File: src/rtl/regfile_wb_arbiter.sv
// regfile_wb_arbiter
//   Shares the single register-file write port between the ALU write-back
//   path and the load/store unit. The granted write is registered, so it
//   reaches the register file one cycle after its handshake. The LSU has
//   priority. An ALU request that has lost STARVE_LIMIT consecutive cycles
//   is force-granted.
//
//   Optional feature, macro RF_SCOREBOARD_EN:
//     defined     - a pending-load busy vector is kept for decode load-use checks.
//     not defined - sb_set/sb_set_rd are ignored and sb_busy_rs1/rs2 read 0.
//
// Ports
//   clock, reset                     clock, synchronous active-high reset
//   alu_valid/ready/rd/data          ALU write-back request (ready is combinational)
//   lsu_valid/ready/rd/data          LSU write-back request (ready is combinational)
//   rf_write_enable/addr_rd/data_rd  registered register-file write port
//   sb_set, sb_set_rd                decode issued a load to sb_set_rd
//   sb_query_rs1/rs2                 decode source operands
//   sb_busy_rs1/rs2                  operand has a load write outstanding
module regfile_wb_arbiter #(
    parameter int STARVE_LIMIT = 4
) (
    input  logic        clock,
    input  logic        reset,
    input  logic        alu_valid,
    output logic        alu_ready,
    input  logic [4:0]  alu_rd,
    input  logic [31:0] alu_data,
    input  logic        lsu_valid,
    output logic        lsu_ready,
    input  logic [4:0]  lsu_rd,
    input  logic [31:0] lsu_data,
    output logic        rf_write_enable,
    output logic [4:0]  rf_addr_rd,
    output logic [31:0] rf_data_rd,
    input  logic        sb_set,
    input  logic [4:0]  sb_set_rd,
    input  logic [4:0]  sb_query_rs1,
    input  logic [4:0]  sb_query_rs2,
    output logic        sb_busy_rs1,
    output logic        sb_busy_rs2
);

    logic [3:0]  r_starve_cnt;
    logic        r_wb_is_lsu;
    logic        w_force_alu;
    logic        w_alu_xfer;
    logic        w_lsu_xfer;
    logic [4:0]  w_win_rd;
    logic [31:0] w_win_data;

    // A waiting ALU request that has hit the limit takes the port from the LSU.
    assign w_force_alu = alu_valid && (r_starve_cnt == 4'(STARVE_LIMIT));

    assign alu_ready  = !reset && alu_valid && (!lsu_valid || w_force_alu);
    assign lsu_ready  = !reset && lsu_valid && !w_force_alu;
    assign w_alu_xfer = alu_ready;
    assign w_lsu_xfer = lsu_ready;

    assign w_win_rd   = w_lsu_xfer ? lsu_rd   : alu_rd;
    assign w_win_data = w_lsu_xfer ? lsu_data : alu_data;

    always_ff @(posedge clock) begin
        if (reset) begin
            r_starve_cnt <= 4'd0;
        end else if (!alu_valid || w_alu_xfer) begin
            r_starve_cnt <= 4'd0;
        end else if (r_starve_cnt != 4'(STARVE_LIMIT)) begin
            r_starve_cnt <= r_starve_cnt + 4'd1;
        end
    end

    // Writes to x0 are accepted but never raise the write enable.
    always_ff @(posedge clock) begin
        if (reset) begin
            rf_write_enable <= 1'b0;
            rf_addr_rd      <= 5'd0;
            rf_data_rd      <= 32'd0;
            r_wb_is_lsu     <= 1'b0;
        end else begin
            rf_write_enable <= (w_alu_xfer || w_lsu_xfer) && (w_win_rd != 5'd0);
            if (w_alu_xfer || w_lsu_xfer) begin
                rf_addr_rd  <= w_win_rd;
                rf_data_rd  <= w_win_data;
                r_wb_is_lsu <= w_lsu_xfer;
            end
        end
    end

`ifdef RF_SCOREBOARD_EN
    logic [31:0] r_busy;
    logic [31:0] w_busy_nxt;

    // The clear lands with the register-file commit; a same-cycle set wins.
    always_comb begin
        w_busy_nxt = r_busy;
        if (rf_write_enable && r_wb_is_lsu) begin
            w_busy_nxt[rf_addr_rd] = 1'b0;
        end
        if (sb_set) begin
            w_busy_nxt[sb_set_rd] = 1'b1;
        end
        w_busy_nxt[0] = 1'b0;
    end

    always_ff @(posedge clock) begin
        if (reset) begin
            r_busy <= 32'd0;
        end else begin
            r_busy <= w_busy_nxt;
        end
    end

    assign sb_busy_rs1 = r_busy[sb_query_rs1];
    assign sb_busy_rs2 = r_busy[sb_query_rs2];
`else
    logic w_unused;
    assign w_unused    = ^{sb_set, sb_set_rd, sb_query_rs1, sb_query_rs2, r_wb_is_lsu};
    assign sb_busy_rs1 = 1'b0;
    assign sb_busy_rs2 = 1'b0;
`endif

endmodule
File: config.mk
export PLATFORM = sky130hd
export DESIGN_NAME = regfile_wb_arbiter
export DESIGN_NICKNAME = d
export VERILOG_FILES = /design/src/rtl/regfile_wb_arbiter.sv
export SDC_FILE = /design/constraint.sdc
export NUM_CORES = 1
export LEC_CHECK = 0
export ABC_AREA = 1
export CORE_UTILIZATION = 38
export DETAILED_ROUTE_END_ITERATION = 16
export PLACE_DENSITY_LB_ADDON = 0.08
export RECOVER_POWER = 25
export SYNTH_ARGS = -nofsm -noshare
export SYNTH_HDL_FRONTEND = slang
export SYNTH_SLANG_ARGS = --single-unit
File: constraint.sdc
create_clock -name clock -period 2.38 [get_ports clock]
set_input_delay 0.476 -clock clock [delete_from_list [all_inputs] [get_ports clock]]
set_output_delay 0.476 -clock clock [all_outputs]
set_load 0.005 [all_outputs]
==> out/summary.md, run 1 <==
The run finished with clean final reports. Via count of the first global-routing pass: 1,934. Setup repair after global routing left no endpoint under its margin.

TritonCTS built the clock tree. The final period demand of the worst path was 2.28 ns; the final wirelength was 5.28 mm. The slowest cell on the critical path is sky130_fd_sc_hd__clkdlybuf4s50_1. In this run, the combinational gates consume 27.2% of the power. Number of enable-type register cells in the synthesized netlist: 0. The initial antenna violation count was 0; the arrival time reported for the critical path endpoint was 1.81 ns.

The placeable core area is 0.00482 mm². The overall fraction of global-route tracks in use is 20.4%, and the number of buffer and inverter instances along the worst setup path is 4. The tools report the number of resized instances in the post-cts repair step as 0. Power per cell area: 545 mW/mm².

The signal on the critical path passes through clkdlybuf4s50_1 -> inv_1 -> nor2_4 -> nand2_2 -> inv_1 -> clkdlybuf4s50_1. 136 I/O pins were placed. The final route contains 2,111 vias. Clock transition at the registers of the reported paths: 0.07 ns. The tree built by TritonCTS fans out to 42 sinks. Net switching is 25.0% of the power.

HPWL after detailed placement: 3.73 mm. Summed over all cells, the static leakage comes to 1.37 nW. The highest layer touched by signal routing is met4. Buffers inserted during clock tree synthesis total 5. The via density per instance is 4.79.

The analysis attributes to net switching a power of 438 µW. Counting along the longest clock path gives a buffer depth of 2. The total setup violations reported at the end of the flow was 0. The repair_antennas step left the layout with diodes totalling 0. The tools report the aggregate global routing overflow as 0. The peak fanout along the critical path was 3.

After synthesis, the cell types taking the most area are sky130_fd_sc_hd__dfxtp_1 43%, sky130_fd_sc_hd__nand2_1 15%, sky130_fd_sc_hd__a31oi_1 9.7%. The critical path is of the primary input to output port type. From synthesis to final layout, the design area changed by 66.3%.

The number of hold buffers added after CTS was 0. The largest total area in the synthesized netlist belongs to sky130_fd_sc_hd__dfxtp_1. Each instance of the synthesized netlist takes up on average 7.44 µm². The worst hold path belongs to the class flip-flop to flip-flop. For the required time at the worst-slack endpoint, the log shows 1.90 ns. Final number of hold-violating endpoints: 0.

On the critical path the largest part of the delay comes from buffers and inverters. Final-layout setup total negative slack: 0 ns. Counting buffers and inverters, the worst setup path is 6 cells deep.

Synthesis inferred 42 register bits. In this run the core area contains 25 standard-cell rows. For the number of warnings printed during yosys synthesis, the log shows 0.

The number of unique standard cell types used by synthesis is 27, and the die footprint is 0.00538 mm². Measured in cells, the most critical reg-to-reg path has a length of 10. The worst path uses 95.9% of the clock period. The run gives 305 µV as the maximum VDD drop. The share of flip-flops with an asynchronous set or reset after synthesis works out to 0%. Entering global routing, the biggest net connects 40 pins. Met3 layer wire length in the routed design: 393 µm. The worst register-to-register path ends at rf_write_enable. Registers are responsible for 46.6% of the overall power. For the met1 wire length, the log shows 2.36 mm. In the synthesized netlist, the number of instances is 260.

Summed over all nets, wire length on met2 after detailed routing comes to 2.45 mm. The logs give 66.8% for the share of the core filled with cells in the final layout and 0.53 ns for the register-to-register setup slack. In this run the critical register-to-register path is launched from r_starve_cnt[0].

The area share of the leading cell type in the synthesized netlist is 43.4%, and the number of optimization iterations in the first detailed-route pass is 6. CTS placed an instance of sky130_fd_sc_hd__clkbuf_8 at the clock tree root. Detailed-route DRC error count: 0. In the final layout, the share of cells above drive strength 1 is 5.35%.

In this run the most critical hold path is launched from r_starve_cnt[0]. The commonest register cell after synthesis was sky130_fd_sc_hd__dfxtp_1. The synthesized netlist occupies a cell area of 0.00194 mm². The detail route stage leaves a number of antenna-violating nets equal to 0. Of the total power, the clock network draws 26.2%. Across the run, the number of max-cap violations was 0. The number of pins with negative max-slew slack in the final report came out at 0. STA classifies the critical path startpoint as a primary input. The path with the worst hold slack has its endpoint at r_starve_cnt[0].

The upper clock frequency limit is 438 MHz, and the global-route wire length before repair is 8.45 mm. The internal power of the cells totals 1.32 mW. The routed wire length per instance was 12.0 µm; the number of cells traversed by the worst hold path was 1. The tools report the worst setup skew after layout as 0.00257 ns.

During placement, the flow inserted port buffers numbering 117. The first routing iteration left 93 violations. The chip height is 73.4 µm, and the critical path's largest stage delay is 0.52 ns. The count of nets after finishing is 469. For the initial core utilization, the log shows 40.2%. The floorplan die width works out to 73.4 µm. For the worst-skew pair, the clock arrives at the later sink with an insertion delay of 0.29 ns.

Routability-driven placement finished with a final weighted congestion of 0.774. For this run, the register share of the synthesized area comes to 43.4%. Category of the worst setup path capture point: an output port. The number of setup buffers added after CTS is 0.

The H-tree depth is 2.
cell type report:
type | count | area (µm²)
Fill cell | 452 | 1600
Sequential cell | 42 | 841
Clock buffer | 7 | 86.3
Multi-Input combinational cell | 177 | 876
Inverter | 22 | 82.6
Clock inverter | 1 | 5.00
Tap cell | 67 | 83.8
Timing Repair Buffer | 125 | 1240
logic make-up after synthesis:
family / synth area share (%)
other: 0.194
xor gates and xnor gates: 0.453
AOI/OAI and AO/OA: 22.5
and+or+nand+nor: 20.6
DFF: 43.4
adders and majority gates: 1.29
buffers and inverters: 11.5
placed cells by master (no fill, tap or decap), types with 2 or more instances in the layout:
cell type / n
sky130_fd_sc_hd__dfxtp_1: 42
sky130_fd_sc_hd__buf_4: 6
sky130_fd_sc_hd__a21o_1: 2
sky130_fd_sc_hd__inv_2: 2
sky130_fd_sc_hd__nor2_1: 6
sky130_fd_sc_hd__conb_1: 2
sky130_fd_sc_hd__inv_1: 20
sky130_fd_sc_hd__nand3_1: 8
sky130_fd_sc_hd__clkbuf_8: 6
sky130_fd_sc_hd__o211ai_1: 5
sky130_fd_sc_hd__a21oi_1: 32
sky130_fd_sc_hd__a31oi_1: 30
sky130_fd_sc_hd__clkdlybuf4s50_1: 101
sky130_fd_sc_hd__o21ai_0: 3
sky130_fd_sc_hd__ha_1: 2
sky130_fd_sc_hd__dlygate4sd3_1: 16
sky130_fd_sc_hd__nand2_1: 78
worst max path at each step:
| stage | from | to | slack (ns) |
|---|---|---|---|
| after floorplan | r_starve_cnt[0] | lsu_ready | 0.78 |
| after global placement | reset | alu_ready | 0.08 |
| after detailed placement | reset | alu_ready | 0.07 |
| after CTS | reset | alu_ready | 0.07 |
| after global routing | alu_valid | alu_ready | 0.007 |
| final | lsu_valid | lsu_ready | 0.1 |
state kept, by name, indices dropped and copies added, names as in the netlist:
| signal | count |
|---|---|
| rf_write_enable | 1 |
| r_starve_cnt | 4 |
| rf_data_rd | 32 |
| rf_addr_rd | 5 |
synthesized netlist by cell type, types with 2 or more instances:
| cell type | number |
|---|---|
| sky130_fd_sc_hd__nand2_1 | 78 |
| sky130_fd_sc_hd__dfxtp_1 | 42 |
| sky130_fd_sc_hd__a21oi_1 | 32 |
| sky130_fd_sc_hd__a31oi_1 | 30 |
| sky130_fd_sc_hd__inv_1 | 21 |
| sky130_fd_sc_hd__nand3_1 | 8 |
| sky130_fd_sc_hd__buf_2 | 7 |
| sky130_fd_sc_hd__nor2_1 | 6 |
| sky130_fd_sc_hd__buf_4 | 5 |
| sky130_fd_sc_hd__buf_6 | 5 |
| sky130_fd_sc_hd__o211ai_1 | 5 |
| sky130_fd_sc_hd__o21ai_0 | 3 |
| sky130_fd_sc_hd__a21o_1 | 2 |
| sky130_fd_sc_hd__buf_1 | 2 |
| sky130_fd_sc_hd__ha_1 | 2 |
power groups by stage:
stage / sequential, mW / combinational [mW] / clock [mW]
finish: 0.819 / 0.477 / 0.460
global route: 0.828 / 0.526 / 0.512
CTS: 0.821 / 0.494 / 0.482
detailed placement: 0.836 / 0.492 / 0
global placement: 0.833 / 0.487 / 0
floorplan: 0.843 / 0.176 / 0
through the flow:
stage | hold slack (ns) | area [µm²] | setup WS (ns) | power (mW) | instances
4_1_cts | 0.474 | 3220 | 0.0666 | 1.80 | 441
2_1_floorplan | 0.430 | 1940 | 0.779 | 1.02 | 261
3_5_place_dp | 0.455 | 3130 | 0.0713 | 1.33 | 433
3_3_place_gp | 0.452 | 3130 | 0.0843 | 1.32 | 433
6_report | 0.472 | 3220 | 0.0980 | 1.75 | 441
5_1_grt | 0.511 | 3220 | 0.00696 | 1.87 | 441
layer usage:
metal	vias up	track usage (%)
li1	1090	-
met1	933	24.3
met2	81	35.4
met3	7	5.62
met4	0	6.62
met5	-	0
worst register-to-register path, stage by stage (launching register included):
cell and delay (ns):
sky130_fd_sc_hd__dfxtp_1 0.34, sky130_fd_sc_hd__inv_1 0.06, sky130_fd_sc_hd__ha_1 0.22, sky130_fd_sc_hd__nand4_2 0.17, sky130_fd_sc_hd__nand2_2 0.11, sky130_fd_sc_hd__buf_4 0.37
sky130_fd_sc_hd__nand2_1 0.09, sky130_fd_sc_hd__o21ai_0 0.14, sky130_fd_sc_hd__nand2_1 0.09, sky130_fd_sc_hd__nor2_1 0.11, sky130_fd_sc_hd__nor2_1 0.05
(Power assumes the default switching activity.)
==> inputs of run 2 (changes only) <==
--- a/config.mk
+++ b/config.mk
@@ -8,8 +8,8 @@
 export ABC_AREA = 1
 export CORE_UTILIZATION = 38
 export DETAILED_ROUTE_END_ITERATION = 16
+export HOLD_SLACK_MARGIN = 0.03
 export PLACE_DENSITY_LB_ADDON = 0.08
-export RECOVER_POWER = 25
 export SYNTH_ARGS = -nofsm -noshare
 export SYNTH_HDL_FRONTEND = slang
 export SYNTH_SLANG_ARGS = --single-unit
==> run 2 against run 1 <==
Net effect: critical endpoint unchanged; highest routed layer unchanged; final cell count unchanged; largest power group unchanged; power up 0.87%; critical path type unchanged; combinational power grew 3%.
==> out/summary.md, run 2 (same netlist as run 1, synthesis figures left out) <==
The logs give 0.53 ns (about the same) for the register-to-register setup slack and 0.29 ns (about the same) for the clock latency on the worst-skew pair. By startpoint and endpoint, the worst setup path is classified as primary input to output port. The run gives 25 (unchanged) as the count of standard-cell rows.

Top-level port count: 136 (unchanged). The number of cells traversed by the worst hold path was 1 (unchanged). The total CTS buffers was 5 (unchanged). The placeable core area is 0.00482 mm² (unchanged), and the count of fill cells added during filler insertion is 452 (unchanged).

The deepest clock path buffer count was 2 (unchanged). The path class of the tightest hold or removal check is flip-flop to flip-flop. The clock transition at the registers of the reported paths was 0.07 ns (about the same). For the global-route wire length before repair, the log shows 8.45 mm (unchanged). The library cell used most frequently in the layout, excluding fill and tap cells, is sky130_fd_sc_hd__clkdlybuf4s50_1. The share of the core filled with cells in the final layout came out at 66.8% (unchanged). The number of resized instances in the post-cts repair step is 0 (unchanged), and the post-placement setup slack is 0.0713 ns (unchanged). The pin count of the biggest net entering global routing was 40 (unchanged); the worst-case reg-to-reg path depth was 10 (unchanged). Clock tree root buffer cell: sky130_fd_sc_hd__clkbuf_8.

The run gives 1.90 ns (about the same) as the required time at the worst-slack endpoint. The detailed-route DRC error count came out at 0 (unchanged). The worst setup skew after layout is 0.00217 ns (-0.000408 ns), and the antenna diode instance count is 0 (unchanged).

The kind of cell with the highest combined delay along the critical path is buffers and inverters. For the number of pins with negative max-slew slack in the final report, the log shows 0 (unchanged). The tools report the arrival time reported for the critical path endpoint as 1.81 ns (about the same). Power per cell area: 550 mW/mm² (+0.87%). The peak fanout along the critical path was 3 (unchanged); the power after layout was 1.77 mW (+0.87%). The flow ran to the end, and the final reports show no timing, DRC or antenna violations. The via count of the first global-routing pass is 1,934 (unchanged), and the placed cell count is 433 (unchanged).

The total of hold buffers inserted after clock tree synthesis was 0 (unchanged); the share of cells above drive strength 1 was 5.35% (unchanged). The tools report the number of optimization iterations in the first detailed-route pass as 5 (-1). The run gives 0 ns (unchanged) as the final-layout setup total negative slack. The tools report the count of nets after finishing as 469 (unchanged).

Final worst-path cycle share: 95.9% (about the same). For the final number of hold-violating endpoints, the log shows 0 (unchanged). The number of buffer and inverter instances along the worst setup path works out to 4 (unchanged). For this design, the slowest cell found on the critical path is sky130_fd_sc_hd__clkdlybuf4s50_1. Count of input and output buffers: 117 (unchanged). Setup repair after global routing left no endpoint under its margin.

The floorplan die width was 73.4 µm (unchanged). The tools report the final wirelength as 5.32 mm (+0.66%). The overall via count from detail_route was 2,116 (+0.24%). The worst setup path is launched from a primary input. The number of buffers added for setup after CTS was 0 (unchanged); the final non-filler cell total was 441 (unchanged). The critical path goes through clkdlybuf4s50_1 -> inv_1 -> nor2_4 -> nand2_2 -> inv_1 -> clkdlybuf4s50_1. The HPWL after detailed placement is 3.73 mm (unchanged).

The H-tree depth is 2 (unchanged), and the via density per instance is 4.80 (+0.24%). In the layout the commonest cells are 117 x sky130_fd_sc_hd__clkdlybuf4s50_1, 78 x sky130_fd_sc_hd__nand2_1, 42 x sky130_fd_sc_hd__dfxtp_1. The instance count on the critical path was 6 (unchanged). The tools report the aggregate global routing overflow as 0 (unchanged).

The critical path's largest stage delay was 0.52 ns (about the same); the number of routed nets with antenna violations was 0 (unchanged). Number of DRC markers after the initial detailed-route iteration: 94 (+1.1%). TritonCTS built the clock tree. The die footprint is 0.00538 mm² (unchanged), and the upper clock frequency limit is 438 MHz (about the same). The final period demand of the worst path is 2.28 ns (-0.000528 ns), and the total setup violations reported at the end of the flow is 0 (unchanged).

The overall fraction of global-route tracks in use is 20.4% (unchanged), and the initial core utilization is 40.2% (unchanged). The maximum VDD drop is 305 µV (about the same). The global placer's final weighted congestion is 0.774 (unchanged).

The cell leakage power came out at 1.36 nW (-0.88%). The flip-flop count of the largest register after layout works out to 32 (unchanged). The routed wire length per instance came out at 12.1 µm (+0.66%). The number of max-capacitance violations reported came out at 0 (unchanged). The worst setup margin came out at 0.0986 ns (+0.000528 ns). The initial antenna violation count is 0 (unchanged), and the post-synthesis to final-layout area growth is 66.3% (unchanged).

The largest registers in the layout are rf_data_rd (32), rf_addr_rd (5), r_starve_cnt (4). The chip height is 73.4 µm (unchanged). The register with the highest flop count was rf_data_rd. The number of sinks driven by the clock tree was 42 (unchanged). STA classifies the critical path endpoint as an output port.
[run 2: cell count changes in the layout (fill, tap and decap cells not counted), sizes merged]
cell / before / now
buf: 7 / 8
clkdlybuf4s50: 101 / 117
dlygate4sd3: 16 / 0
clkbuf: 8 / 7
[run 2: path summary, 6_finish.rpt]
kind,end,startpoint
min,r_starve_cnt[0],r_starve_cnt[0]
max reg2reg,rf_write_enable,r_starve_cnt[0]
min reg2reg,r_starve_cnt[0],r_starve_cnt[0]
max,lsu_ready,lsu_valid
[run 2: metrics by stage]
stage	instance area, µm²	hold WS (ns)
after floorplan	1940	0.430
after global placement	3130	0.452
after detailed placement	3130	0.455
after CTS	3220	0.474
after global routing	3220	0.511
final	3220	0.472
[run 2: final cells by class]
type                       instances  area, µm²  area share, %
multi-input combinational        177        876           27.2
sequential                        42        841           26.1
clock buffer                       7       86.3           2.68
clock inverter                     1       5.00          0.156
tap                               67       83.8           2.60
timing repair buffer             125       1240           38.6
inverter                          22       82.6           2.57
[run 2: layer usage]
layer	global-route usage (%)	vias up	share of wire (%)
met4	6.62	0	1.4
met5	0	-	0
met3	5.62	7	7.2
met1	24.3	939	45
li1	-	1089	-
met2	35.4	81	46
[run 2: worst register-to-register path: cells and delay by family (launching register included)]
kind	cells	cell delay [ns]
buf+inv	2	0.43
compound gates	1	0.14
flops	1	0.34
fa+ha+maj	1	0.22
simple gates	6	0.62
[run 2: report_power, final]
group	switching (mW)	internal (mW)	total, mW
registers	0.0381	0.782	0.820
clock network	0.226	0.234	0.460
logic	0.176	0.313	0.489
total	0.441	1.33	1.77
==> inputs of run 3 (changes only) <==
--- a/config.mk
+++ b/config.mk
@@ -10,6 +10,7 @@
 export DETAILED_ROUTE_END_ITERATION = 16
 export HOLD_SLACK_MARGIN = 0.03
 export PLACE_DENSITY_LB_ADDON = 0.08
+export SLEW_MARGIN = 20
 export SYNTH_ARGS = -nofsm -noshare
 export SYNTH_HDL_FRONTEND = slang
 export SYNTH_SLANG_ARGS = --single-unit
==> results of run 3 <==
Final layout, timing and power as in run 2 (identical DEF).
